## src/rtl/cpu_pkg.sv

```systemverilog
// rtl/cpu_pkg.sv - shared widths, PC select codes, fetch FSM states and queue entry type
package cpu_pkg;

  localparam int ADDR_W  = 11;
  localparam int INSTR_W = 32;
  localparam int ENTRY_W = INSTR_W + ADDR_W;

  typedef enum logic [1:0] {
    SEL_INC   = 2'b00,
    SEL_START = 2'b01,
    SEL_LOAD  = 2'b11
  } sel_pc_e;

  typedef enum logic {
    IDLE = 1'b0,
    RUN  = 1'b1
  } fetch_state_e;

  typedef struct packed {
    logic [INSTR_W-1:0] instr;
    logic [ADDR_W-1:0]  pc;
  } fetch_entry_t;

endpackage

```

## src/rtl/fetch_buf.sv

```systemverilog
// rtl/fetch_buf.sv - 2-entry fetch queue with registered head, push/pop/flush and count
module fetch_buf
  import cpu_pkg::*;
(
  input  logic               clk,
  input  logic               rst_n,
  input  logic               flush_i,
  input  logic               push_i,
  input  logic [ENTRY_W-1:0] push_data_i,
  input  logic               pop_i,
  output logic [1:0]         count_o,
  output logic [ENTRY_W-1:0] head_o
);

  fetch_entry_t head_q, head_d;
  fetch_entry_t tail_q, tail_d;
  fetch_entry_t push_e;
  logic [1:0]   count_q, count_d;
  logic         pop_ok;

  assign push_e  = push_data_i;
  assign pop_ok  = pop_i & (count_q != 2'd0);
  assign count_o = count_q;
  assign head_o  = head_q;

  // Next-state: flush wins; otherwise push and pop are both honoured in the same cycle
  always_comb begin
    head_d  = head_q;
    tail_d  = tail_q;
    count_d = count_q;
    if (flush_i) begin
      count_d = 2'd0;
    end else begin
      case ({push_i, pop_ok})
        2'b11: begin
          if (count_q == 2'd2) begin
            head_d = tail_q;
            tail_d = push_e;
          end else begin
            head_d = push_e;
          end
        end
        2'b10: begin
          if (count_q == 2'd0) begin
            head_d = push_e;
          end else begin
            tail_d = push_e;
          end
          if (count_q != 2'd2) begin
            count_d = count_q + 2'd1;
          end
        end
        2'b01: begin
          head_d  = tail_q;
          count_d = count_q - 2'd1;
        end
        default: begin
        end
      endcase
    end
  end

  // Queue storage; reset clears the head so instr/instr_pc read zero
  always_ff @(posedge clk or negedge rst_n) begin
    if (!rst_n) begin
      head_q  <= '0;
      tail_q  <= '0;
      count_q <= 2'd0;
    end else begin
      head_q  <= head_d;
      tail_q  <= tail_d;
      count_q <= count_d;
    end
  end

  // A push into a full queue with no pop means the fetch credit accounting is broken
  assert property (@(posedge clk) disable iff (!rst_n)
                   !(push_i && !pop_ok && !flush_i && (count_q == 2'd2)));

endmodule

```

## src/rtl/fetch_ctrl.sv

```systemverilog
// rtl/fetch_ctrl.sv - instruction fetch controller; FETCH_PERF_EN adds perf_fetch/perf_stall counters
module fetch_ctrl
  import cpu_pkg::*;
(
  input  logic               clk,
  input  logic               rst_n,
  input  logic               start,
  input  logic [ADDR_W-1:0]  start_addr,
  input  logic               halt,
  input  logic [ADDR_W-1:0]  pc_in,
  output logic [1:0]         sel_pc,
  output logic [ADDR_W-1:0]  ld_addr,
  output logic [ADDR_W-1:0]  imem_addr,
  input  logic [INSTR_W-1:0] imem_rdata,
  input  logic               br_valid,
  input  logic [ADDR_W-1:0]  br_target,
  output logic               instr_valid,
  input  logic               instr_ready,
  output logic [INSTR_W-1:0] instr,
  output logic [ADDR_W-1:0]  instr_pc
`ifdef FETCH_PERF_EN
  ,
  output logic [31:0]        perf_fetch,
  output logic [31:0]        perf_stall
`endif
);

  fetch_state_e      state_q, state_d;
  logic              epoch_q, epoch_d;
  logic              inflight_q, inflight_d;
  logic              tag_epoch_q, tag_epoch_d;
  logic [ADDR_W-1:0] tag_pc_q, tag_pc_d;

  sel_pc_e           sel_w;
  logic              flush_w;
  logic              issue_w;
  logic              can_issue_w;
  logic              pop_w;
  logic              push_w;
  logic [1:0]        count_w;
  logic [2:0]        occ_w;
  fetch_entry_t      push_e;
  fetch_entry_t      head_e;
  logic [ENTRY_W-1:0] head_w;

  // The memory is addressed straight from the PC; the PC itself is steered via sel_pc
  assign imem_addr   = pc_in;
  assign sel_pc      = sel_w;

  assign instr_valid = (count_w != 2'd0);
  assign head_e      = head_w;
  assign instr       = head_e.instr;
  assign instr_pc    = head_e.pc;
  assign pop_w       = instr_valid & instr_ready;

  // Credit: words queued plus the one in flight, less the word leaving this cycle
  assign occ_w       = {1'b0, count_w} + {2'b00, inflight_q};
  assign can_issue_w = (occ_w < (3'd2 + {2'b00, pop_w}));

  // A return is kept only if no redirect/flush happened since it was issued
  assign push_w       = inflight_q & (tag_epoch_q == epoch_q) & ~flush_w;
  assign push_e.instr = imem_rdata;
  assign push_e.pc    = tag_pc_q;

  // Control decode: halt > start > br_valid > issue > hold (PC reloaded with itself)
  always_comb begin
    state_d     = state_q;
    sel_w       = SEL_LOAD;
    ld_addr     = pc_in;
    flush_w     = 1'b0;
    issue_w     = 1'b0;
    if (state_q == IDLE) begin
      if (start) begin
        sel_w   = SEL_START;
        ld_addr = start_addr;
        state_d = RUN;
      end
    end else if (halt) begin
      flush_w = 1'b1;
      state_d = IDLE;
    end else if (start) begin
      sel_w   = SEL_START;
      ld_addr = start_addr;
      flush_w = 1'b1;
    end else if (br_valid) begin
      ld_addr = br_target;
      flush_w = 1'b1;
    end else if (can_issue_w) begin
      sel_w   = SEL_INC;
      issue_w = 1'b1;
    end
    epoch_d     = flush_w ? ~epoch_q : epoch_q;
    inflight_d  = issue_w;
    tag_pc_d    = issue_w ? pc_in : tag_pc_q;
    tag_epoch_d = issue_w ? epoch_q : tag_epoch_q;
  end

  // FSM state, epoch and in-flight fetch tag
  always_ff @(posedge clk or negedge rst_n) begin
    if (!rst_n) begin
      state_q     <= IDLE;
      epoch_q     <= 1'b0;
      inflight_q  <= 1'b0;
      tag_epoch_q <= 1'b0;
      tag_pc_q    <= '0;
    end else begin
      state_q     <= state_d;
      epoch_q     <= epoch_d;
      inflight_q  <= inflight_d;
      tag_epoch_q <= tag_epoch_d;
      tag_pc_q    <= tag_pc_d;
    end
  end

  fetch_buf u_buf (
    .clk         (clk),
    .rst_n       (rst_n),
    .flush_i     (flush_w),
    .push_i      (push_w),
    .push_data_i (push_e),
    .pop_i       (pop_w),
    .count_o     (count_w),
    .head_o      (head_w)
  );

`ifdef FETCH_PERF_EN
  logic [31:0] perf_fetch_q;
  logic [31:0] perf_stall_q;
  logic        hold_w;

  assign hold_w     = (state_q == RUN) & ~halt & ~start & ~br_valid & ~can_issue_w;
  assign perf_fetch = perf_fetch_q;
  assign perf_stall = perf_stall_q;

  // Saturating counters of accepted words and RUN hold cycles; only reset clears them
  always_ff @(posedge clk or negedge rst_n) begin
    if (!rst_n) begin
      perf_fetch_q <= 32'd0;
      perf_stall_q <= 32'd0;
    end else begin
      if (pop_w && (perf_fetch_q != 32'hFFFF_FFFF)) begin
        perf_fetch_q <= perf_fetch_q + 32'd1;
      end
      if (hold_w && (perf_stall_q != 32'hFFFF_FFFF)) begin
        perf_stall_q <= perf_stall_q + 32'd1;
      end
    end
  end
`endif

endmodule

```

## config.mk

```make
export PLATFORM = sky130hd
export DESIGN_NAME = fetch_ctrl
export DESIGN_NICKNAME = d
export VERILOG_FILES = /design/src/rtl/cpu_pkg.sv /design/src/rtl/fetch_buf.sv /design/src/rtl/fetch_ctrl.sv
export SDC_FILE = /design/constraint.sdc
export NUM_CORES = 1
export LEC_CHECK = 0
export CORE_UTILIZATION = 35
export DETAILED_ROUTE_END_ITERATION = 10
export PLACE_DENSITY = 0.66
export SLEW_MARGIN = 20
export SYNTH_ARGS = -nofsm -noshare
export SYNTH_HDL_FRONTEND = slang
export SYNTH_SLANG_ARGS = --single-unit
```

## constraint.sdc

```tcl
create_clock -name clk -period 2.95 [get_ports clk]
set_input_delay 0.59 -clock clk [delete_from_list [all_inputs] [get_ports clk]]
set_output_delay 0.59 -clock clk [all_outputs]
set_load 0.01 [all_outputs]
```

==> results of run 1 <==
[kinds of logic after synthesis]
kind of cell,synth area share
mux,0.275
fa+ha+maj,0.0108
compound gates,0.161
simple gates,0.0513
flops,0.446
buf+inv,0.0521
xor+xnor,0.00454
[cells in the mapped netlist, types with 3 or more instances]
cell	number	area share
nor2b_1	4	0.0043
ha_1	5	0.011
o21a_1	5	0.0065
inv_1	6	0.0039
mux2_1	5	0.0097
a22oi_1	17	0.022
buf_4	11	0.014
mux2_2	98	0.19
clkbuf_1	26	0.017
nand2_1	52	0.034
nor2_1	3	0.0019
a22o_1	43	0.065
o211ai_1	5	0.0065
buf_2	10	0.0087
o21ai_0	54	0.047
buf_6	4	0.0078
mux2i_1	43	0.074
dfrtp_1	103	0.45
[flip-flops by register name (all words and copies together), names as in the netlist]
register,count
u_buf.head_o,43
tag_epoch_q,1
inflight_q,1
epoch_q,1
state_q,1
u_buf.tail_q,43
tag_pc_q,11
u_buf.count_o,2
[power breakdown]
group / leakage, nW / switching (mW) / internal [mW] / total (mW)
sequential: 1.34 / 0.424 / 2.00 / 2.42
clock: 0.146 / 0.506 / 0.678 / 1.18
combinational: 1.85 / 1.14 / 1.59 / 2.73
total: 3.33 / 2.06 / 4.27 / 6.33
[repair_timing]
item                       4_1_cts  5_1_grt
setup endpoints to repair       12        5
resized for setup               11        7
pin swaps                        1        0
gates cloned                     0        0
hold buffers                     0        0
[metal layers]
| metal | vias to the layer above | share of wire | track usage |
|---|---|---|---|
| li1 | 2127 | - | - |
| met3 | 10 | 0.062 | 0.0472 |
| met2 | 132 | 0.48 | 0.288 |
| met4 | 0 | 0.0078 | 0.0446 |
| met5 | - | 0 | 0 |
| met1 | 2196 | 0.45 | 0.211 |
[critical path: cells and delay by family]
family,cells,cell delay [ps]
compound gates,3,430
buf+inv,2,960
simple gates,1,310
[metrics by stage]
stage          hold WS [ps]  setup TNS (ps)  area [um^2]  setup WS [ps]   util
2_1_floorplan           294               0         5780            312      -
3_5_place_dp            495           -8480         7540           -168  0.471
4_1_cts                 281               0         7830           3.01  0.489
3_3_place_gp            490           -5290         7540           -120  0.471
6_report                262               0         7850           80.8  0.490
5_1_grt                 300           -30.1         7850          -30.1  0.490
[path summary, 6_finish.rpt]
check / depth (start not counted) / slack, ps / endpoint / from
min in group clk: 1 / 510 / u_buf.head_o[42]$_DFFE_PN0P_ / u_buf.head_o[42]$_DFFE_PN0P_
max in group asynchronous: 2 / 1980 / u_buf.head_o[10]$_DFFE_PN0P_ / rst_n
setup reg to reg: 7 / 480 / u_buf.tail_q[42]$_DFFE_PN0P_ / state_q$_DFF_PN0_
hold reg to reg: 1 / 510 / u_buf.head_o[42]$_DFFE_PN0P_ / u_buf.head_o[42]$_DFFE_PN0P_
hold / removal: 1 / 260 / u_buf.head_o[37]$_DFFE_PN0P_ / rst_n
setup / recovery: 6 / 80 / sel_pc[1] / instr_ready
[cell type report]
cell class | count | share of cell area
sequential | 103 | 0.328
clock inverter | 4 | 0.00574
multi-input combinational | 354 | 0.375
timing repair buffer | 168 | 0.222
inverter | 6 | 0.00287
tap | 216 | 0.0344
clock buffer | 12 | 0.0314
==> flow_summary.ini, run 1 <==
[run_status]
status = completed

[yosys]
synth_area_um2 = 5780
netlist_instances = 515
synthDistinctLibCells = 35
syn_nets = 591
ys.flop_type = dfrtp_1
synth-edff-count = 0
ys_ff_latch = 103
ys_seq_area_frac = 0.446
synthArstFlopShare = 1.00
yosys_warnings = 0
avgSynthCellArea_um2 = 11.2

[detailed_routing]
routed_via_density = 5.17
post_drt_wl_per_cell_um = 15.9
routed_wl_um = 13700
drc = 0
drt_iter0_markers = 178
num_vias = 4465
drtPass1Iterations = 5
ant_nets = 0

[floorplanning]
initial_core_util = 0.361
chipWidth_um = 131
io_pins = 139
std_cell_rows = 46
core_um2 = 16000
dieArea_um2 = 17000
dieHeight_um = 131

[power]
vdd_drop_max_mv = 0.291
p_per_area_nw_per_um2 = 807
p_leak_nw = 3.33
total_power_mw = 6.33

[grt]
track_usage = 0.169
grt_max_degree = 48
grt_pass1_wl_um = 22300
antenna_found_initial = 0
grt-ovfl-total = 0
grt_pass1_vias = 4480

[setup_path]
path_cells = clkdlybuf4s50_1 -> o21ai_0 -> o21ai_1 -> nor4bb_2 -> o21ai_0 -> clkdlybuf4s50_1
critPathMaxStageDelay_ps = 500
path_class = input port to primary output
worstPathArrival_ps = 2280
worstSetupEndpointType = primary output
cp-start-kind = input port
cp.required_ps = 2360
crit_fanout = 2
crit_slowest_cell = clkdlybuf4s50_1

[final_layout]
fin_cells = 863
layout-drive-gt1-share = 0.241
layout_commonest_cell = clkdlybuf4s50_1
multi_input_comb_area_um2 = 2940
fillers = 1448
num_antenna_cells = 0
final_cell_mix = clkdlybuf4s50_1, dfrtp_1, mux2_2, o21ai_0, nand2_1
syn_to_final_growth_pct = 35.7
nNetsFinal = 718
seq_area_um2 = 2580

[timing]
period_needed_ps = 2870
finalMaxSlewViolations = 0
min_period_over_period = 0.973
finalClockSkew_ps = 6.68
max_freq_mhz = 349
setup_viol = 0
hold_viol = 0
slew_headroom = 0.569
worstMarginPinSlew_ps = 646
rsz0062_at_grt = yes

[clock_tree]
cts_buffers = 9
cts.path.max_buffers = 2
cts_sinks = 103
cts_root_buf = clkbuf_16
insertion_delay_ps = 350
cts_max_level = 3
cts_tree = yes
post-cts-setup-buffer-count = 0
clk_pin_slew_worst_paths_ps = 70

[placed_design]
numPortBuffers = 138
hpwl_um = 9660
dp.cells = 847
gp_congestion = 0.730

[min_path]
hold_path.class = input port to async pin

[job]
cap_violations = 0
No activity file was read; power rests on OpenSTA's default activity.
==> run 2, diff against run 1 <==
--- a/config.mk
+++ b/config.mk
@@ -5,9 +5,12 @@
 export SDC_FILE = /design/constraint.sdc
 export NUM_CORES = 1
 export LEC_CHECK = 0
+export CELL_PAD_IN_SITES_DETAIL_PLACEMENT = 0
+export CELL_PAD_IN_SITES_GLOBAL_PLACEMENT = 1
 export CORE_UTILIZATION = 35
 export DETAILED_ROUTE_END_ITERATION = 10
-export PLACE_DENSITY = 0.66
+export HOLD_SLACK_MARGIN = 0.02
+export PLACE_DENSITY = 0.79
 export SLEW_MARGIN = 20
 export SYNTH_ARGS = -nofsm -noshare
 export SYNTH_HDL_FRONTEND = slang
==> run 2 against run 1 <==
Global-route usage decreased by 0.38 points. Combinational power decreased by 1%. Die area unchanged. Critical path type unchanged. Via count decreased by 0.45%. Largest cell class unchanged. Total power increased by 3.1%. Clock power increased by 21%. Design area decreased by 0.24%. First-iteration DRC count increased by 26%. Count of clock-buffer cells in the layout decreased by 2.
==> flow_summary.ini, run 2 (same netlist as run 1, synthesis figures left out) <==
[power]
total_power_mw = 6.53
p_leak_nw = 3.30
vdd_drop_max_mv = 0.331
p_per_area_nw_per_um2 = 834

[placed_design]
numPortBuffers = 138
gp_congestion = 0.797
post_dp_cell_area_um2 = 7470
dp.cells = 844
pre_cts_ws_ps = -135
hpwl_um = 9450

[final_layout]
final_util = 0.489
fillers = 1460
layout-drive-gt1-share = 0.238
num_antenna_cells = 0
nNetsFinal = 715
fin_cells = 860
fin_area_um2 = 7830
syn_to_final_growth_pct = 35.4
final_cell_mix = clkdlybuf4s50_1, dfrtp_1, mux2_2, o21ai_0, nand2_1
layout_commonest_cell = clkdlybuf4s50_1

[setup_path]
cp-start-kind = input port
critPathMostFrequentCell = buf_4
worstPathArrival_ps = 2230
path_class = input port to primary output
cp.required_ps = 2360
critPathMaxStageDelay_ps = 440
crit_slowest_cell = clkdlybuf4s50_1
critPathTopFamily = buffers and inverters
worstSetupEndpointType = primary output
crit_fanout = 7
rrSetupSlack_ps = 390
path_cells = clkdlybuf4s50_1 -> buf_4 -> buf_4 -> nor2b_1 -> buf_4 -> a22oi_1 -> o21ai_0 -> dlygate4sd2_1
cp_num_buf_inv = 5

[timing]
fin_tns_setup_ps = 0
rsz0062_at_grt = no
finalMaxSlewViolations = 0
period_needed_ps = 2820
worstMarginPinSlew_ps = 716
slew_headroom = 0.523
hold_viol = 0
setup_slack_ps = 127
hold_slack_ps = 301
min_period_over_period = 0.957
setup_viol = 0
finalClockSkew_ps = 9.98
max_freq_mhz = 354

[grt]
grt_max_degree = 54
grt_pass1_vias = 4484
grt-ovfl-total = 0
grt_pass1_wl_um = 22100
antenna_found_initial = 0
track_usage = 0.166

[run_status]
status = completed

[clock_tree]
insertion_delay_ps = 340
ctsHoldBuffers = 0
cts_max_level = 3
post-cts-setup-buffer-count = 0
cts_buffers = 9
cts.path.max_buffers = 2
cts_tree = yes
clk_pin_slew_worst_paths_ps = 70
cts-resized-gates = 15
cts_root_buf = clkbuf_16
cts_sinks = 103

[detailed_routing]
routed_via_density = 5.17
drc = 0
post_drt_wl_per_cell_um = 15.8
drtPass1Iterations = 4
drt_iter0_markers = 225
num_vias = 4445
routed_wl_um = 13600
ant_nets = 0

[floorplanning]
std_cell_rows = 46
io_pins = 139
chipWidth_um = 131
core_um2 = 16000
dieHeight_um = 131
dieArea_um2 = 17000
initial_core_util = 0.361

[job]
cap_violations = 0

[min_path]
hold_path.class = input port to async pin
==> run 2: cell count changes in the layout (fill, tap and decap cells not counted), sizes merged <==
cell / delta
clkdlybuf4s50: -1
clkbuf: -2
clkinvlp: +1
buf: -3
dlygate4sd2: +4
bufinv: +3
dlymetal6s2s: -3
clkinv: -2
==> run 2: layer usage <==
| layer | track usage | wire [um] | part of all wire |
|---|---|---|---|
| met1 | 0.209 | 6190 | 0.46 |
| met5 | 0 | 0 | 0 |
| met2 | 0.277 | 6450 | 0.48 |
| met3 | 0.0472 | 764 | 0.056 |
| met4 | 0.0439 | 153 | 0.011 |
==> run 2: path summary, 6_finish.rpt <==
check                                        startpoint                            to  cells after the start
hold / removal                                    rst_n  u_buf.head_o[36]$_DFFE_PN0P_                      1
hold reg to reg            u_buf.head_o[20]$_DFFE_PN0P_  u_buf.head_o[20]$_DFFE_PN0P_                      1
max in group asynchronous                         rst_n  u_buf.count_o[0]$_DFFE_PN0P_                      2
setup reg to reg           u_buf.count_o[1]$_DFFE_PN0P_  u_buf.tail_q[19]$_DFFE_PN0P_                      8
min in group clk           u_buf.head_o[20]$_DFFE_PN0P_  u_buf.head_o[20]$_DFFE_PN0P_                      1
setup / recovery                                  start                    ld_addr[7]                      8
==> run 2: cell type report <==
cell class	instances	area, um^2	share of cell area
Clock inverter	6	133	0.0169
Clock buffer	10	229	0.0293
Inverter	6	22.5	0.00288
Multi-Input combinational cell	354	2940	0.375
Tap cell	216	270	0.0345
Timing Repair Buffer	165	1660	0.212
Sequential cell	103	2580	0.329
==> run 2: worst register-to-register path: cells and delay by family, from the launching register on <==
kind / cells / cell delay, ps
AOI/OAI and AO/OA: 2 / 710
adders and majority gates: 1 / 180
buffers and inverters: 4 / 700
DFF: 1 / 480
muxes: 1 / 380
==> run 2: where the power goes <==
part           switching [mW]  internal, mW  total (mW)  leakage [nW]
Combinational            1.13          1.56        2.69          1.79
Clock                   0.511         0.914        1.43         0.173
Sequential              0.414          2.00        2.41          1.34
Total                    2.06          4.47        6.53          3.30
==> run 3, diff against run 2 <==
--- a/config.mk
+++ b/config.mk
@@ -7,10 +7,11 @@
 export LEC_CHECK = 0
 export CELL_PAD_IN_SITES_DETAIL_PLACEMENT = 0
 export CELL_PAD_IN_SITES_GLOBAL_PLACEMENT = 1
-export CORE_UTILIZATION = 35
+export CORE_UTILIZATION = 50
 export DETAILED_ROUTE_END_ITERATION = 10
+export DONT_BUFFER_PORTS = 1
 export HOLD_SLACK_MARGIN = 0.02
-export PLACE_DENSITY = 0.79
+export PLACE_DENSITY = 0.86
 export SLEW_MARGIN = 20
 export SYNTH_ARGS = -nofsm -noshare
 export SYNTH_HDL_FRONTEND = slang
==> run 3 against run 2 <==
The run now ends with negative hold slack left. Worst setup slack better by 220 ps. Clock skew down 2.0 ps. Fmax increased by 8.5%. Critical path type is now flop to primary output. Total power shrank 16%.
==> flow_summary.ini, run 3 (same netlist as run 1, synthesis figures left out) <==
[detailed_routing]
ant_nets = 0
routed_wl_um = 11400
num_vias = 3862
drt_iter0_markers = 213
drc = 0
routed_via_density = 6.15
met2WireLength_um = 5650
post_drt_wl_per_cell_um = 18.2
highest_layer = met5
wl_met1_um = 4890
drtPass1Iterations = 4
dr_wl_met3_um = 735

[clock_tree]
cts_max_level = 3
clk_pin_slew_worst_paths_ps = 60
post-cts-setup-buffer-count = 0
cts-resized-gates = 0
cts.path.max_buffers = 2
cts_buffers = 9
cts_tree = yes
cts_sinks = 103
cts_root_buf = clkbuf_16
insertion_delay_ps = 340

[setup_path]
cp-start-kind = flop
worstPathArrival_ps = 2010
rrSetupSlack_ps = 510
worstSetupEndpointType = primary output
cp.required_ps = 2360
path_class = flop to primary output
crit_fanout = 9
r2r-start = u_buf.count_o[0]$_DFFE_PN0P_
critPathLaunch = u_buf.count_o[0]$_DFFE_PN0P_

[timing]
max_freq_mhz = 384
finalClockSkew_ps = 7.99
rsz0062_at_grt = no
fin_tns_setup_ps = 0
hold_viol = 103
period_needed_ps = 2600
min_period_over_period = 0.882
slew_headroom = 0.331
finalMaxSlewViolations = 0
setup_viol = 0
worstMarginPinSlew_ps = 1000
hold_slack_ps = -54.6

[power]
p_leak_nw = 2.61
total_power_mw = 5.45
vdd_drop_max_mv = 0.358
p_per_area_nw_per_um2 = 894

[floorplanning]
dieHeight_um = 110
dieArea_um2 = 12000
chipWidth_um = 110
std_cell_rows = 38
initial_core_util = 0.524
io_pins = 139
core_um2 = 11000

[job]
cap_violations = 0

[final_layout]
seq_area_um2 = 2580
layout_commonest_cell = dfrtp_1
multi_input_comb_area_um2 = 2930
layout-drive-gt1-share = 0.266
fillers = 933
final_cell_mix = dfrtp_1, mux2_2, o21ai_0, nand2_1
final_util = 0.553
num_antenna_cells = 0
syn_to_final_growth_pct = 5.50
nNetsFinal = 560

[min_path]
hold_path.class = input port to async pin

[grt]
antenna_found_initial = 1
track_usage = 0.199
grt_pass1_wl_um = 18700
grt-ovfl-total = 0
grt_pass1_vias = 3972
grt_max_degree = 104

[run_status]
status = complete, but fails checks
violations = negative hold slack

[placed_design]
gp_congestion = 0.822
numPortBuffers = 0
hpwl_um = 7550
==> run 3: routing by layer <==
metal,up-vias,global-route usage
li1,1803,-
met1,1916,0.236
met2,127,0.348
met3,14,0.0551
met4,2,0.0590
met5,-,0
==> run 3: report_power, final <==
part	switching, mW	total (mW)	internal (mW)
sequential	0.585	2.58	2.00
clock	0.491	1.19	0.698
combinational	0.767	1.68	0.914
==> run 3: worst max-delay path: stages, from the launching register on <==
cell and delay (ps):
dfrtp_1 590, o21ai_0 200, buf_4 190, o21ai_0 190, nor4bb_1 290, o21ai_0 200
==> run 3: worst paths after layout <==
kind / endpoint / cells past startpoint
max: sel_pc[1] / 5
min: u_buf.head_o[39]$_DFFE_PN0P_ / 0
max reg2reg: u_buf.head_o[17]$_DFFE_PN0P_ / 7
min reg2reg: u_buf.tail_q[30]$_DFFE_PN0P_ / 1
max in group asynchronous: tag_pc_q[3]$_DFFE_PN0P_ / 0
min in group clk: u_buf.tail_q[30]$_DFFE_PN0P_ / 1
==> run 3: cell type report <==
class / instances / area share
multi-input cells: 354 / 0.480
flip-flops and latches: 103 / 0.422
well taps: 140 / 0.0287
clock inverters: 3 / 0.00697
clock buffers: 12 / 0.0420
inverters: 6 / 0.00369
repair buffers: 10 / 0.0164
==> run 3: metrics by stage <==
stage               std cells  setup WS, ps  hold WS (ps)  instance area, um^2
CTS                       628           334         -70.7                 6100
global route              628           142         -74.9                 6100
floorplan                 515           312           294                 5780
detailed placement        613           162           299                 5800
finish                    628           349         -54.6                 6100
global placement          613           215           298                 5800
